--- config.mk ---
export PLATFORM = sky130hd
export DESIGN_NAME = clk_div_sched
export DESIGN_NICKNAME = d
export VERILOG_FILES = /design/src/rtl/clk_div_pkg.sv /design/src/rtl/clk_div_core.sv /design/src/rtl/clk_div_sched.sv
export SDC_FILE = /design/constraint.sdc
export NUM_CORES = 1
export LEC_CHECK = 0
export ABC_AREA = 1
export ABC_CLOCK_PERIOD_IN_PS = 2200
export CELL_PAD_IN_SITES_DETAIL_PLACEMENT = 1
export CELL_PAD_IN_SITES_GLOBAL_PLACEMENT = 2
export CORE_MARGIN = 2
export CORE_UTILIZATION = 27
export CTS_BUF_LIST = sky130_fd_sc_hd__clkbuf_2 sky130_fd_sc_hd__clkbuf_4 sky130_fd_sc_hd__clkbuf_8
export CTS_CLUSTER_DIAMETER = 50
export DETAILED_ROUTE_END_ITERATION = 7
export GPL_TIMING_DRIVEN = 0
export PLACE_DENSITY_LB_ADDON = 0.1
export SYNTH_ARGS = -nofsm -noshare
export SYNTH_HDL_FRONTEND = slang
export SYNTH_SLANG_ARGS = --single-unit
--- constraint.sdc ---
create_clock -name clk -period 2.2 [get_ports clk]
set_input_delay 0.44 -clock clk [delete_from_list [all_inputs] [get_ports clk]]
set_output_delay 0.44 -clock clk [all_outputs]
set_load 0.05 [all_outputs]
--- src/rtl/clk_div_pkg.sv ---
// Shared types, constants and helpers for the clock-enable divider controller.
package clk_div_pkg;

    // Controller states: IDLE holds the output low, RUN produces periods.
    typedef enum logic {
        IDLE = 1'b0,
        RUN  = 1'b1
    } state_t;

    // Smallest ratio that still yields both a high and a low phase.
    localparam int MIN_DIV = 2;

    // Length of the high phase for a period of n cycles (odd n gets the extra low cycle).
    function automatic logic [31:0] half_of(input logic [31:0] n);
        return n >> 1;
    endfunction

endpackage

--- src/rtl/clk_div_core.sv ---
// Period counter and registered waveform generator. The controller above
// decides when periods start and stop and which ratio the next cycle uses;
// this block only counts and shapes clk_out / tick.
module clk_div_core
    import clk_div_pkg::*;
#(
    parameter int DIV_W = 8
) (
    input  logic             clk,
    input  logic             rst,
    input  logic             run,        // controller currently in RUN
    input  logic             start,      // IDLE -> RUN transition this cycle
    input  logic             halt_req,   // stop if this cycle ends a period
    input  logic [DIV_W-1:0] active,     // ratio of the period in progress
    input  logic [DIV_W-1:0] next_div,   // ratio in force next cycle
    output logic [DIV_W-1:0] cnt,
    output logic             clk_out,
    output logic             tick,
    output logic             period_end
);

    localparam logic [DIV_W-1:0] ONE = {{(DIV_W-1){1'b0}}, 1'b1};

    logic [DIV_W-1:0] cnt_next;
    logic             going;
    logic [31:0]      high_len;

    // Next counter value and whether a period is running next cycle.
    always_comb begin
        period_end = run && (cnt == active - ONE);
        going      = start || (run && !(period_end && halt_req));
        cnt_next   = '0;
        if (run && !period_end) begin
            cnt_next = cnt + ONE;
        end
        // The high length follows the ratio of the period being entered,
        // so a ratio swapped in at a boundary shapes its first cycle too.
        high_len   = half_of(32'(next_div));
    end

    // Counter and waveform registers move together so clk_out never glitches.
    always_ff @(posedge clk) begin
        if (rst) begin
            cnt     <= '0;
            clk_out <= 1'b0;
            tick    <= 1'b0;
        end else begin
            cnt     <= going ? cnt_next : '0;
            clk_out <= going && (32'(cnt_next) < high_len);
            tick    <= going && (cnt_next == '0);
        end
    end

endmodule

--- src/rtl/clk_div_sched.sv ---
// Runtime-programmable divider controller: run/stop FSM, ratio handshake,
// single pending-ratio slot and the bad-ratio error pulse. Ratio and
// run/stop changes only take effect at period boundaries.
module clk_div_sched
    import clk_div_pkg::*;
#(
    parameter int DIV_W       = 8,
    parameter int DEFAULT_DIV = 6
) (
    input  logic             clk,
    input  logic             rst,
    input  logic             en,
    input  logic             cfg_valid,
    input  logic [DIV_W-1:0] cfg_div,
    output logic             cfg_ready,
    output logic             cfg_err,
    output logic             clk_out,
    output logic             tick,
    output logic             busy,
    output logic             pend,
    output logic [DIV_W-1:0] cur_div
);

    localparam logic [DIV_W-1:0] RESET_DIV = DIV_W'(DEFAULT_DIV);

    state_t           state;
    logic [DIV_W-1:0] active;
    logic [DIV_W-1:0] pending;
    logic [DIV_W-1:0] active_next;
    logic [DIV_W-1:0] cnt;
    logic             xfer;
    logic             cfg_ok;
    logic             cfg_load;
    logic             period_end;
    logic             start;

    assign cfg_ready = !pend;
    assign busy      = (state == RUN);
    assign cur_div   = active;

    // Handshake decode and the ratio that will be active next cycle.
    always_comb begin
        xfer        = cfg_valid && cfg_ready;
        cfg_ok      = (32'(cfg_div) >= MIN_DIV);
        cfg_load    = xfer && cfg_ok;
        start       = (state == IDLE) && en;
        active_next = active;
        if (state == IDLE) begin
            if (cfg_load) begin
                active_next = cfg_div;
            end
        end else if (period_end) begin
            // A ratio arriving exactly at the boundary skips the slot; the
            // slot is necessarily empty then because cfg_ready was high.
            if (cfg_load) begin
                active_next = cfg_div;
            end else if (pend) begin
                active_next = pending;
            end
        end
    end

    // Control FSM with the pending slot and error pulse.
    always_ff @(posedge clk) begin
        if (rst) begin
            state   <= IDLE;
            active  <= RESET_DIV;
            pending <= RESET_DIV;
            pend    <= 1'b0;
            cfg_err <= 1'b0;
        end else begin
            cfg_err <= xfer && !cfg_ok;
            active  <= active_next;
            case (state)
                IDLE: begin
                    if (en) begin
                        state <= RUN;
                    end
                end
                RUN: begin
                    if (period_end) begin
                        // The slot is drained at every boundary, stop included.
                        pend <= 1'b0;
                        if (!en) begin
                            state <= IDLE;
                        end
                    end else if (cfg_load) begin
                        pending <= cfg_div;
                        pend    <= 1'b1;
                    end
                end
                default: begin
                    state <= IDLE;
                end
            endcase
        end
    end

    clk_div_core #(
        .DIV_W (DIV_W)
    ) u_core (
        .clk        (clk),
        .rst        (rst),
        .run        (state == RUN),
        .start      (start),
        .halt_req   (!en),
        .active     (active),
        .next_div   (active_next),
        .cnt        (cnt),
        .clk_out    (clk_out),
        .tick       (tick),
        .period_end (period_end)
    );

endmodule

* After elaboration in Yosys (flattened, before gate mapping)
Cells that the tools add are included.
** Operators by class
- Add/subtract/negate cells :: 2
- Magnitude comparators :: 2
- Eq/ne operators :: 3
- Multiplexer cells :: 11
- Bitwise logic cells :: 3
- Reductions and logical operators :: 23
** Operator list (number)
- 8-bit 2-to-1 mux :: 6
- 1-bit logical AND :: 10
- 8-bit by 1-bit adder with 8-bit output (second input constant) :: 1
- 8-bit == test :: 1
- 8-bit by 2-bit >= comparator with 1-bit output (second input constant) :: 1
- 8-bit zero test :: 1
- 8-bit by 7-bit < comparator with 1-bit output :: 1
- 8-bit by 1-bit subtractor with 8-bit output (second input constant) :: 1
- 3-bit AND reduction :: 2
- 1-bit zero test :: 5
- 1-bit 2-to-1 mux :: 4
- 2-bit nonzero test :: 2
- 3-bit inequality test (second input constant) :: 1
- 1-bit NOT :: 3
- 2-bit by 1-bit inequality test with 1-bit output (second input constant) :: 1
- 1-bit case mux with 2 select lines :: 1
- 2-bit AND reduction :: 1
- 2-bit OR reduction :: 1
- 1-bit logical OR :: 1
** Word-level totals
- Register bits :: 29
- Input bits :: 12
- Word-level logic and storage cells :: 53

* Longest topological paths before layout
Gate-level depths: netlist of the first run.
- Depth after elaboration :: 9
- Depth in mapped cells :: 21
- Mapped depth without buffers :: 20

* Hierarchy
A second synthesis of the first run with hierarchy kept.
** Unflattened totals
- Cells, all modules :: 335
- Area total of the unflattened synthesis :: 2070.7 um^2
** Modules (own cells, without submodules)
- clk_div_sched :: instances 1, cells each 174, area each 1076.0 um^2
- clk_div_core :: instances 1, cells each 161, area each 994.7 um^2

* Worst setup path before layout of the first run
No wires, ideal clock.
- Path kind :: register -> register
- Start point :: register active[0], in the netlist cur_div[0]
- End point :: register u_core.clk_out
- Setup time :: 70 ps
- Arrival :: 2739 ps
- Data required time :: 2130 ps
- Setup slack :: -608 ps
- Stages on the path, launching flop included :: 22
- Path buffers :: 1
- Period minus slack after synthesis :: 2808 ps
- Cell sequence :: dfxtp_1 inv_1 ha_1 nand2_1 inv_1 nor2_1 nand2_1 nor2_1 nand3_1 nor2_4 nand2_2 nand2_4 buf_6 nand3_1 o21ai_0 a21oi_1 ha_1 nand2_1 nand2_1 nand2_1 nand2_1 a21oi_1
** Between the ends
- Longest elaborated chain between the ends :: 8
** Ends and longest elaborated chain
- start: declaration :: line clk_div_sched.sv:27 : logic [DIV_W-1:0] active;
- start signal: assignment :: line clk_div_sched.sv:73 : active <= active_next;
- 8-bit by 1-bit subtractor with 8-bit output * :: line clk_div_core.sv:30 : period_end = run && (cnt == active - ONE);
- 8-bit == test * :: line clk_div_core.sv:30
- 1-bit logical AND * :: line clk_div_core.sv:30
- 1-bit zero test / 1-bit logical AND (equally long branches) :: line clk_div_core.sv:33, clk_div_core.sv:31
- 1-bit logical AND / 1-bit zero test (equally long branches) :: line clk_div_core.sv:33, clk_div_core.sv:31
- 8-bit 2-to-1 mux / 1-bit logical AND (equally long branches) :: line clk_div_core.sv:33, clk_div_core.sv:31
- 8-bit by 7-bit < comparator with 1-bit output / 1-bit logical OR (equally long branches) :: line clk_div_core.sv:49, clk_div_core.sv:31
- 1-bit logical AND * :: line clk_div_core.sv:49 : clk_out <= going && (32'(cnt_next) < high_len);
- end signal: assignment :: line clk_div_core.sv:49
- end: declaration :: line clk_div_core.sv:17 : output logic clk_out,
Mark *: on every way between the ends. The rest lies on a longest branch, timed or not. The select of a mux whose other input is x is not followed.
A chain may end at the register's enable or synchronous reset.

* Worst setup path in the final report of the first run
- Start point :: input port cfg_div[6]
- End point :: register u_core.clk_out
** Between the ends
- Longest elaborated chain between the ends :: 7
** Ends and longest elaborated chain
- start: declaration :: line clk_div_sched.sv:14 : input logic [DIV_W-1:0] cfg_div,
- 8-bit by 2-bit >= comparator with 1-bit output :: line clk_div_sched.sv:44 : cfg_ok = (32'(cfg_div) >= MIN_DIV);
- 1-bit logical AND :: line clk_div_sched.sv:45 : cfg_load = xfer && cfg_ok;
- 8-bit 2-to-1 mux :: line clk_div_sched.sv:55 : if (cfg_load) begin
- 8-bit 2-to-1 mux :: line clk_div_sched.sv:52 : end else if (period_end) begin
- 8-bit 2-to-1 mux * :: line clk_div_sched.sv:48 : if (state == IDLE) begin
- 8-bit by 7-bit < comparator with 1-bit output * :: line clk_div_core.sv:49
- 1-bit logical AND * :: line clk_div_core.sv:49
Marked as above.

==> metrics.csv, run 1 <==
metric,value,unit
outcome,"finished, violations left",
failing checks,setup timing,
peak supply drop,0.237,mV
Crit Path Class,input port to flop,
Final WS setup,-0.312,ns
Worst-path clk slew,0.06,ns
CP cell instances,clkdlybuf4s50_1 -> nor2_1 -> nand2_1 -> o21ai_2 -> inv_1 -> clkbuf_4 -> o21ai_0 -> a21o_1 -> nor2_1 -> ha_1 -> nand2_1 -> inv_1 -> nand2_1 -> nand2_2 -> a21oi_2,
grt total ovfl,0,
pin count of the biggest net entering global routing,11,
crit-path most repeated cell,nand2_1,
Fin. Hold Viols,0,
CP max stage delay,0.45,ns
YS warnings,0,
WL/cell,13.7,microns
clock sink total,29,
H-Tree Depth,2,
initial antenna violation count,0,
worst hold stages,2,
fin crit period,2.51,ns
antenna-violating nets left,0,
clock latency at the later pin of the worst-skew pair,0.28,ns
CTS tree,done,
Initial Utilization,27.9,%
HP Class,flop to flop,
final clock skew,0.00620,ns
R2R setup slack,-0.30,ns
Layout Cells excl Fill,448,
via count,2078,
Cell Pwr Density,608,mW/mm^2
FF-to-FF End,u_core.clk_out$_SDFF_PP0_,
MaxCap Viol Count,0,
Die Ht,87.8,microns
First-pass DRT Iterations,4,
die area,0.00771,sq mm
P_leak,1.21,nW
CP arrival,2.73,ns
root buffer cell,clkbuf_8,
share of layout cells above drive strength 1,21.9,%
Crit. End Element,flop,
Die W,87.8,microns
R2R cell count,19,
critical path's slowest cell,clkdlybuf4s50_1,
final setup vio count,9,
synthesized area per cell,6.22,sq um
first-pass GRT wire length,10200,microns
#FFs+latches synth,29,
R2R Path Start,cur_div[0]$_SDFFE_PP0P_,
Critical Path Start,cfg_div[6],
final WL,6150,microns
Rel. slew slack,66.1,%
hold_sp,pending[2]$_SDFFE_PP1P_,
crit-path leading delay family,buffers and inverters,
Crit Path Max Fanout,10,
row count,30,
# hold bufs at CTS,0,
Starting DRT DRC Count,38,
PortBufs,25,
post-synthesis cell type count,30,
Slew @ Worst Pin,0.508,ns
TritonCTS buffer count,5,
Worst path depth,15,
CP bufs+invs,4,
Pins Over Slew Limit,0,
Setup Total Neg Slack,-0.989,ns
ant diodes,0,
Worst Setup Start Kind,input port,
Layout Nets,371,
GPL Wtd Cong,0.738,
HPWL Detailed,4810,microns
Post-Syn Instances,305,
RSZ-0062 raised after global routing,yes,
CP endpoint,u_core.clk_out$_SDFF_PP0_,
Worst Path Required,2.42,ns
placed cells,426,
fmax,0.398,GHz
All-Layer GR Usage,17.3,%
post-synthesis sequential area ratio,30.6,%
I/O Pins,26,
Final Cycle Share,114,%
Layout area overhead,38.0,%
DRC,0,
syn_nets,325,
Core ar.,0.00679,sq mm
clk buf depth,2,
Mapped Area,0.00190,sq mm
DR vias/cell,4.64,
vias in the first global route,2090,
-- logic make-up (layout without fill, tap and decap cells) --
family                   Yosys count  in the layout  synth area share (%)
AO/OA/AOI/OAI                     47             47                  13.4
XOR/XNOR                           3              3                  1.39
adder cells (fa/ha/maj)            8              8                  5.28
buffers and inverters             52             99                  11.1
flip-flops                        29             29                  30.6
AND/OR/NAND/NOR                  166            166                  38.3
-- cell usage in the layout (no fill, tap or decap), types with 2 or more instances in the layout --
cell	n
or2_2	2
inv_4	4
nor2_2	6
clkbuf_1	3
o21ai_2	5
clkdlybuf4s50_1	25
ha_4	2
o21ai_0	22
ha_1	6
nand4_1	7
inv_2	6
nand3_1	16
clkbuf_8	7
a21oi_1	7
buf_4	13
nand2_2	5
nor2_4	2
nor3_1	3
dfxtp_2	4
o21ai_1	4
xor2_1	2
a21oi_2	4
or2_4	2
dfxtp_1	23
nand2_1	73
inv_1	35
nor2_1	46
dfxtp_4	2
-- registers in the layout (all words and copies together), names as in the netlist --
name / flops
pending: 8
cur_div: 8
busy: 1
u_core.clk_out: 1
cfg_err: 1
u_core.cnt: 8
pend: 1
u_core.tick: 1
-- area by class of cell --
type	count	area (sq um)
tap	96	120
buffer	7	46.3
fill	874	4180
clock buffer	7	96.3
timing repair inverter	1	6.26
clock inverter	1	5.00
timing repair buffer	38	360
inverter	45	181
sequential	29	593
multi-input combinational	224	1210
-- worst min-delay path, stage by stage (launching register included) --
cell     delay [ns]
dfxtp_1        0.33
nand2_1        0.05
nand3_1        0.05
-- metrics by stage --
step	setup WS, ns	util, %	power (mW)	hold WS [ns]	cell area [sq um]
3_5_place_dp	-0.867	34.2	1.05	0.449	2320
3_3_place_gp	-0.828	34.2	1.04	0.449	2320
2_1_floorplan	-0.173	-	0.898	0.425	1950
5_1_grt	-0.554	38.5	1.70	0.487	2620
6_report	-0.312	38.5	1.59	0.460	2620
4_1_cts	-0.301	37.6	1.59	0.467	2550
-- Yosys cell counts (all sizes together) --
cell type,count,area [sq um]
a31oi,1,6.26
inv,45,174
a21oi,11,55.1
nor2,54,223
clkbuf,4,15.0
buf,3,21.3
o211ai,1,7.51
a221oi,1,15.0
nand2,79,312
dfxtp,29,581
o21ai,31,155
xor2,2,17.5
a22oi,1,7.51
ha,8,100
nand3,18,90.1
a21o,1,7.51
xnor2,1,8.76
nor3,3,15.0
or2,4,30.0
nand4,7,43.8
nor4,1,12.5
-- layer usage --
metal / vias up / share of wire (%) / track usage, %
met2: 21 / 48 / 29.2
met5: - / 0 / 0
li1: 1065 / - / -
met1: 987 / 49 / 22.8
met3: 5 / 2.1 / 3.30
met4: 0 / 0.88 / 4.20
-- worst min-delay path by stage --
| stage | slack (ns) | to |
|---|---|---|
| final | 0.46 | pending[2]$_SDFFE_PP1P_ |
| after global routing | 0.49 | pending[2]$_SDFFE_PP1P_ |
| after CTS | 0.47 | pending[2]$_SDFFE_PP1P_ |
| after detailed placement | 0.45 | pending[2]$_SDFFE_PP1P_ |
| after global placement | 0.45 | pending[2]$_SDFFE_PP1P_ |
| after floorplan | 0.42 | pending[6]$_SDFFE_PP0P_ |
-- where the power goes --
| group | internal [mW] | switching (mW) | total [mW] |
|---|---|---|---|
| registers | 0.559 | 0.0340 | 0.593 |
| logic | 0.193 | 0.307 | 0.500 |
| clock network | 0.283 | 0.216 | 0.499 |
-- repair_timing --
item,in CTS,in global routing
gates resized for setup,10,15
endpoints found under the setup margin,5,12
gates cloned,0,1
endpoints found under the hold margin,0,0
buffers inserted,11,3
pin swaps,5,6
Power figures use the tool's default switching activity.
==> inputs of run 2 (changes only) <==
CORE_UTILIZATION = 31   (was 27)
CTS_CLUSTER_DIAMETER = unset   (was 50)
DONT_BUFFER_PORTS = 1   (was unset)
==> run 2 against run 1 <==
Compared with the run above:
- the flow still finishes with violations (setup timing)
- design area fell by 8.4%
- total power fell by 5.1%
- die area fell by 12%
- worst hold slack got worse by 0.22 ns
- critical path depth rose by 4
- global-route usage rose by 2.6 points
- critical endpoint unchanged
- largest power group unchanged
==> metrics.csv, run 2 (synthesis gave the netlist of run 1 again) <==
metric,value,unit
Worst Path Required,2.42,ns
peak supply drop,0.330,mV
RSZ-0062 raised after global routing,yes,
clock latency at the later pin of the worst-skew pair,0.28,ns
Fin. Hold Viols,0,
Layout Nets,347,
hold_sp,rst,
outcome,"finished, violations left",
clk buf depth,2,
final clock skew,0.0110,ns
final WL,6000,microns
R2R Path Start,cur_div[1]$_SDFF_PP1_,
antenna-violating nets left,0,
CP arrival,2.91,ns
grt total ovfl,0,
Core ar.,0.00592,sq mm
total chip power,1.51,mW
hold_ws,0.242,ns
fmax,0.372,GHz
"commonest non-fill, non-tap cells in the layout","nand2_1 (70), nor2_1 (43), inv_1 (35), dfxtp_1 (20), o21ai_0 (17)",
HP Class,input port to flop,
P_leak,1.12,nW
Die W,82.2,microns
Starting DRT DRC Count,47,
initial antenna violation count,0,
R2R cell count,19,
Layout Cells excl Fill,402,
Layout area overhead,26.4,%
ant diodes,0,
die area,0.00676,sq mm
PortBufs,0,
failing checks,setup timing,
R2R setup slack,-0.49,ns
final core utilization,40.5,%
fin crit period,2.69,ns
share of layout cells above drive strength 1,26.9,%
MaxCap Viol Count,0,
via count,1955,
Slew @ Worst Pin,0.544,ns
sequential cell area,599,sq um
multi-input logic area,0.00124,sq mm
Cell Pwr Density,630,mW/mm^2
Crit Path Max Fanout,8,
clock sink total,29,
Worst Setup Start Kind,flop,
# hold bufs at CTS,0,
WL/cell,14.9,microns
Initial Utilization,32.0,%
Final WS setup,-0.487,ns
Crit. End Element,flop,
pin count of the biggest net entering global routing,11,
Die Ht,82.2,microns
placed cells,380,
row count,28,
first-pass GRT wire length,10100,microns
I/O Pins,26,
hold endpoint,busy$_SDFF_PP0_,
Worst-path clk slew,0.07,ns
"commonest non-fill, non-tap cell in the layout",nand2_1,
final setup vio count,12,
Crit Path Class,flop to flop,
FF-to-FF End,u_core.clk_out$_SDFF_PP0_,
Final Cycle Share,122,%
fill cell count,789,
root buffer cell,clkbuf_8,
GPL Wtd Cong,0.770,
H-Tree Depth,2,
Pins Over Slew Limit,0,
CTS tree,done,
vias in the first global route,2084,
DR vias/cell,4.86,
worst hold stages,1,
All-Layer GR Usage,19.9,%
Rel. slew slack,63.7,%
Setup Slack @ Placement,-0.626,ns
DRC,0,
First-pass DRT Iterations,4,
HPWL Detailed,4630,microns
TritonCTS buffer count,5,
-- run 2: cell count changes in the layout (fill, tap and decap cells not counted), moves of 3 or more --
cell,previous run,this run
clkdlybuf4s50_1,25,0
o21ai_0,22,17
o21ai_1,4,9
dfxtp_1,23,20
nand2_1,73,70
nand2_2,5,8
nor2_1,46,43
-- run 2: per-layer routing --
| layer | GRT usage [%] | part of all wire, % | routed length, microns | vias to the layer above |
|---|---|---|---|---|
| met5 | 0 | 0 | 0 | - |
| met4 | 5.50 | 1.1 | 68 | 0 |
| met3 | 3.80 | 3.8 | 225 | 7 |
| met2 | 33.5 | 46 | 2770 | 22 |
| met1 | 25.9 | 49 | 2940 | 915 |
| li1 | - | - | - | 1011 |
-- run 2: power by group --
part	internal [mW]	total, mW	leakage [nW]	switching (mW)
combinational	0.151	0.379	0.829	0.227
sequential	0.559	0.667	0.241	0.107
clock	0.248	0.466	0.0476	0.218
-- run 2: layout make-up --
cell class	instances	area share [%]
inverter	45	7.99
multi-input combinational	224	51.8
timing repair buffer	14	5.58
clock buffer	6	3.44
tap	75	3.91
buffer	7	1.72
timing repair inverter	1	0.313
sequential	29	25.0
clock inverter	1	0.261
-- run 2: worst max-delay path, cell delays in order, from the launching register on --
cell	delay [ns]
dfxtp_4	0.48
inv_4	0.07
ha_4	0.24
nand2_2	0.06
inv_2	0.03
nor2_1	0.08
nand2_1	0.05
nor2_1	0.10
nand3_1	0.12
nor2_4	0.19
nand2_2	0.10
nand2_4	0.09
buf_8	0.13
buf_4	0.10
or2_4	0.11
inv_1	0.06
ha_4	0.25
a21oi_2	0.12
nand4_1	0.12
a21oi_2	0.11
-- run 2: repair_timing --
action,in CTS,in global routing
endpoints found under the hold margin,0,0
setup buffers,9,5
gates resized for setup,16,30
pin swaps,7,20
gates cloned,1,0
setup endpoints to repair,16,17
-- run 2: stage by stage --
| stage | setup TNS (ns) | area, sq um |
|---|---|---|
| 2_1_floorplan | -0.173 | 1950 |
| 3_3_place_gp | -1.32 | 2050 |
| 3_5_place_dp | -1.65 | 2050 |
| 4_1_cts | -2.22 | 2270 |
| 5_1_grt | -4.72 | 2400 |
| 6_report | -2.54 | 2400 |
-- run 2: worst max-delay path by stage --
stage	startpoint	end	slack, ns	cells past startpoint
after global placement	pend$_SDFFE_PP0P_	u_core.clk_out$_SDFF_PP0_	-0.63	15
after CTS	cur_div[1]$_SDFF_PP1_	u_core.clk_out$_SDFF_PP0_	-0.47	20
final	cur_div[1]$_SDFF_PP1_	u_core.clk_out$_SDFF_PP0_	-0.49	19
after global routing	cur_div[1]$_SDFF_PP1_	u_core.clk_out$_SDFF_PP0_	-0.63	21
after detailed placement	cur_div[1]$_SDFF_PP1_	u_core.clk_out$_SDFF_PP0_	-0.63	19
after floorplan	cur_div[0]$_SDFFE_PP0P_	u_core.clk_out$_SDFF_PP0_	-0.17	21
==> inputs of run 3 (changes only) <==
SKIP_LAST_GASP = 1   (was unset)
==> run 3 against run 2 <==
Compared with the run above:
- the run still ends with setup timing left
- sequential power hardly changed
- cell count stayed put
- clock-buffer cell count did not move
- core utilization is the same
- critical path depth is the same
==> metrics.csv, run 3 (synthesis gave the netlist of run 1 again) <==
metric,value,unit
outcome,"finished, violations left",
failing checks,setup timing,
MaxCap Viol Count,0,
first-pass GRT wire length,10100,microns
H-Tree Depth,2,
final clock skew,0.0110,ns
"commonest non-fill, non-tap cells in the layout","nand2_1 (70), nor2_1 (43), inv_1 (35), dfxtp_1 (20), o21ai_0 (17)",
First-pass DRT Iterations,4,
PortBufs,0,
Crit Path Class,flop to flop,
CTS tree,done,
P_leak,1.12,nW
GPL Wtd Cong,0.770,
R2R Path Start,cur_div[1]$_SDFF_PP1_,
HP Class,input port to flop,
Pint,0.959,mW
FF-to-FF End,u_core.clk_out$_SDFF_PP0_,
I/O Pins,26,
combinational share of power,25.1,%
DRC,0,
Pins Over Slew Limit,0,
share of layout cells above drive strength 1,26.9,%
Final WS setup,-0.487,ns
row count,28,
initial antenna violation count,0,
ant diodes,0,
Fin. Hold Viols,0,
HPWL Detailed,4630,microns
R2R setup slack,-0.49,ns
via count,1954,
RSZ-0062 raised after global routing,yes,
clk buf depth,2,
Crit. End Element,flop,
die area,0.00676,sq mm
TritonCTS buffer count,5,
CP max stage delay,0.48,ns
R2R cell count,19,
DR vias/cell,4.86,
CP endpoint,u_core.clk_out$_SDFF_PP0_,
Slew @ Worst Pin,0.544,ns
final setup vio count,12,
fmax,0.372,GHz
CP arrival,2.91,ns
# hold bufs at CTS,0,
Layout area overhead,26.4,%
root buffer cell,clkbuf_8,
grt total ovfl,0,
Layout Nets,347,
final WL,6010,microns
P_sw,0.553,mW
Die Ht,82.2,microns
CP cell instances,inv_4 -> ha_4 -> nand2_2 -> inv_2 -> nor2_1 -> nand2_1 -> nor2_1 -> nand3_1 -> nor2_4 -> nand2_2 -> nand2_4 -> buf_8 -> buf_4 -> or2_4 -> inv_1 -> ha_4 -> a21oi_2 -> nand4_1 -> a21oi_2,
Worst Setup Start Kind,flop,
vias in the first global route,2084,
Crit Path Max Fanout,8,
Setup Slack @ Placement,-0.626,ns
Initial Utilization,32.0,%
Die W,82.2,microns
"commonest non-fill, non-tap cell in the layout",nand2_1,
Worst Path Required,2.43,ns
placed cells,380,
WL/cell,14.9,microns
fin crit period,2.69,ns
clock power share,30.8,%
Cell Pwr Density,631,mW/mm^2
Layout Cells excl Fill,402,
Sw Share,36.6,%
pin count of the biggest net entering global routing,11,
Final Cycle Share,122,%
All-Layer GR Usage,19.9,%
Starting DRT DRC Count,40,
Rel. slew slack,63.7,%
peak supply drop,0.330,mV
Seq pwr share,44.1,%
antenna-violating nets left,0,
Critical Path Start,cur_div[1]$_SDFF_PP1_,
Worst-path clk slew,0.07,ns
clock latency at the later pin of the worst-skew pair,0.28,ns
critical path's slowest cell,dfxtp_4,
clock sink total,29,
Core ar.,0.00592,sq mm
run 3: cell counts in the layout (fill, tap and decap cells not counted):
No cell type changed its count.
run 3: what timing repair did:
action | in CTS | in global routing
cloned | 1 | 0
pin swaps | 7 | 20
resized for setup | 16 | 30
endpoints found under the setup margin | 16 | 17
buffers inserted | 9 | 5
run 3: area by class of cell:
class / count / area, sq um
clock buffer: 6 / 82.6
sequential: 29 / 599
timing repair inverter: 1 / 7.51
inverter: 45 / 191
timing repair buffer: 14 / 134
multi-input combinational: 224 / 1240
clock inverter: 1 / 6.26
buffer: 7 / 41.3
tap: 75 / 93.8
fill: 789 / 3520
run 3: worst min-delay path by stage:
| stage | start | to | slack (ns) | cells after the start |
|---|---|---|---|---|
| final | rst | busy$_SDFF_PP0_ | 0.24 | 1 |
| after global placement | pending[2]$_SDFFE_PP1P_ | pending[2]$_SDFFE_PP1P_ | 0.44 | 2 |
| after CTS | rst | busy$_SDFF_PP0_ | 0.24 | 1 |
| after floorplan | pending[6]$_SDFFE_PP0P_ | pending[6]$_SDFFE_PP0P_ | 0.42 | 2 |
| after detailed placement | pending[2]$_SDFFE_PP1P_ | pending[2]$_SDFFE_PP1P_ | 0.45 | 2 |
| after global routing | rst | busy$_SDFF_PP0_ | 0.23 | 1 |
run 3: power by group through the flow:
stage	sequential, mW	combinational (mW)	clock [mW]
after floorplan	0.663	0.235	0
after global placement	0.677	0.300	0
after detailed placement	0.678	0.307	0
after CTS	0.668	0.345	0.480
after global routing	0.673	0.430	0.504
final	0.667	0.379	0.466
run 3: worst max-delay path, delay by kind of cell (launching register included):
kind                       cells  cell delay, ns
DFF                            1            0.48
and+or+nand+nor               10            1.02
AOI/OAI and AO/OA              2            0.23
buffers and inverters          5            0.39
adders and majority gates      2            0.49
run 3: metal layers:
metal  track usage (%)  share of wire (%)  wire, microns  vias up
li1                  -                  -              -     1012
met1              25.9                 49           2950      915
met2              33.5                 46           2770       20
met3              3.80                3.7            223        7
met4              5.50                1.1             68        0
met5                 0                  0              0        -
run 3: per-stage QoR:
| stage | util, % | instance area [sq um] | hold WS (ns) | setup TNS (ns) | power (mW) |
|---|---|---|---|---|---|
| 6_report | 40.5 | 2400 | 0.242 | -2.54 | 1.51 |
| 5_1_grt | 40.5 | 2400 | 0.234 | -4.72 | 1.61 |
| 4_1_cts | 38.3 | 2270 | 0.237 | -2.22 | 1.49 |
| 3_5_place_dp | 34.6 | 2050 | 0.452 | -1.65 | 0.984 |
| 3_3_place_gp | 34.6 | 2050 | 0.444 | -1.32 | 0.977 |
| 2_1_floorplan | - | 1950 | 0.425 | -0.173 | 0.898 |
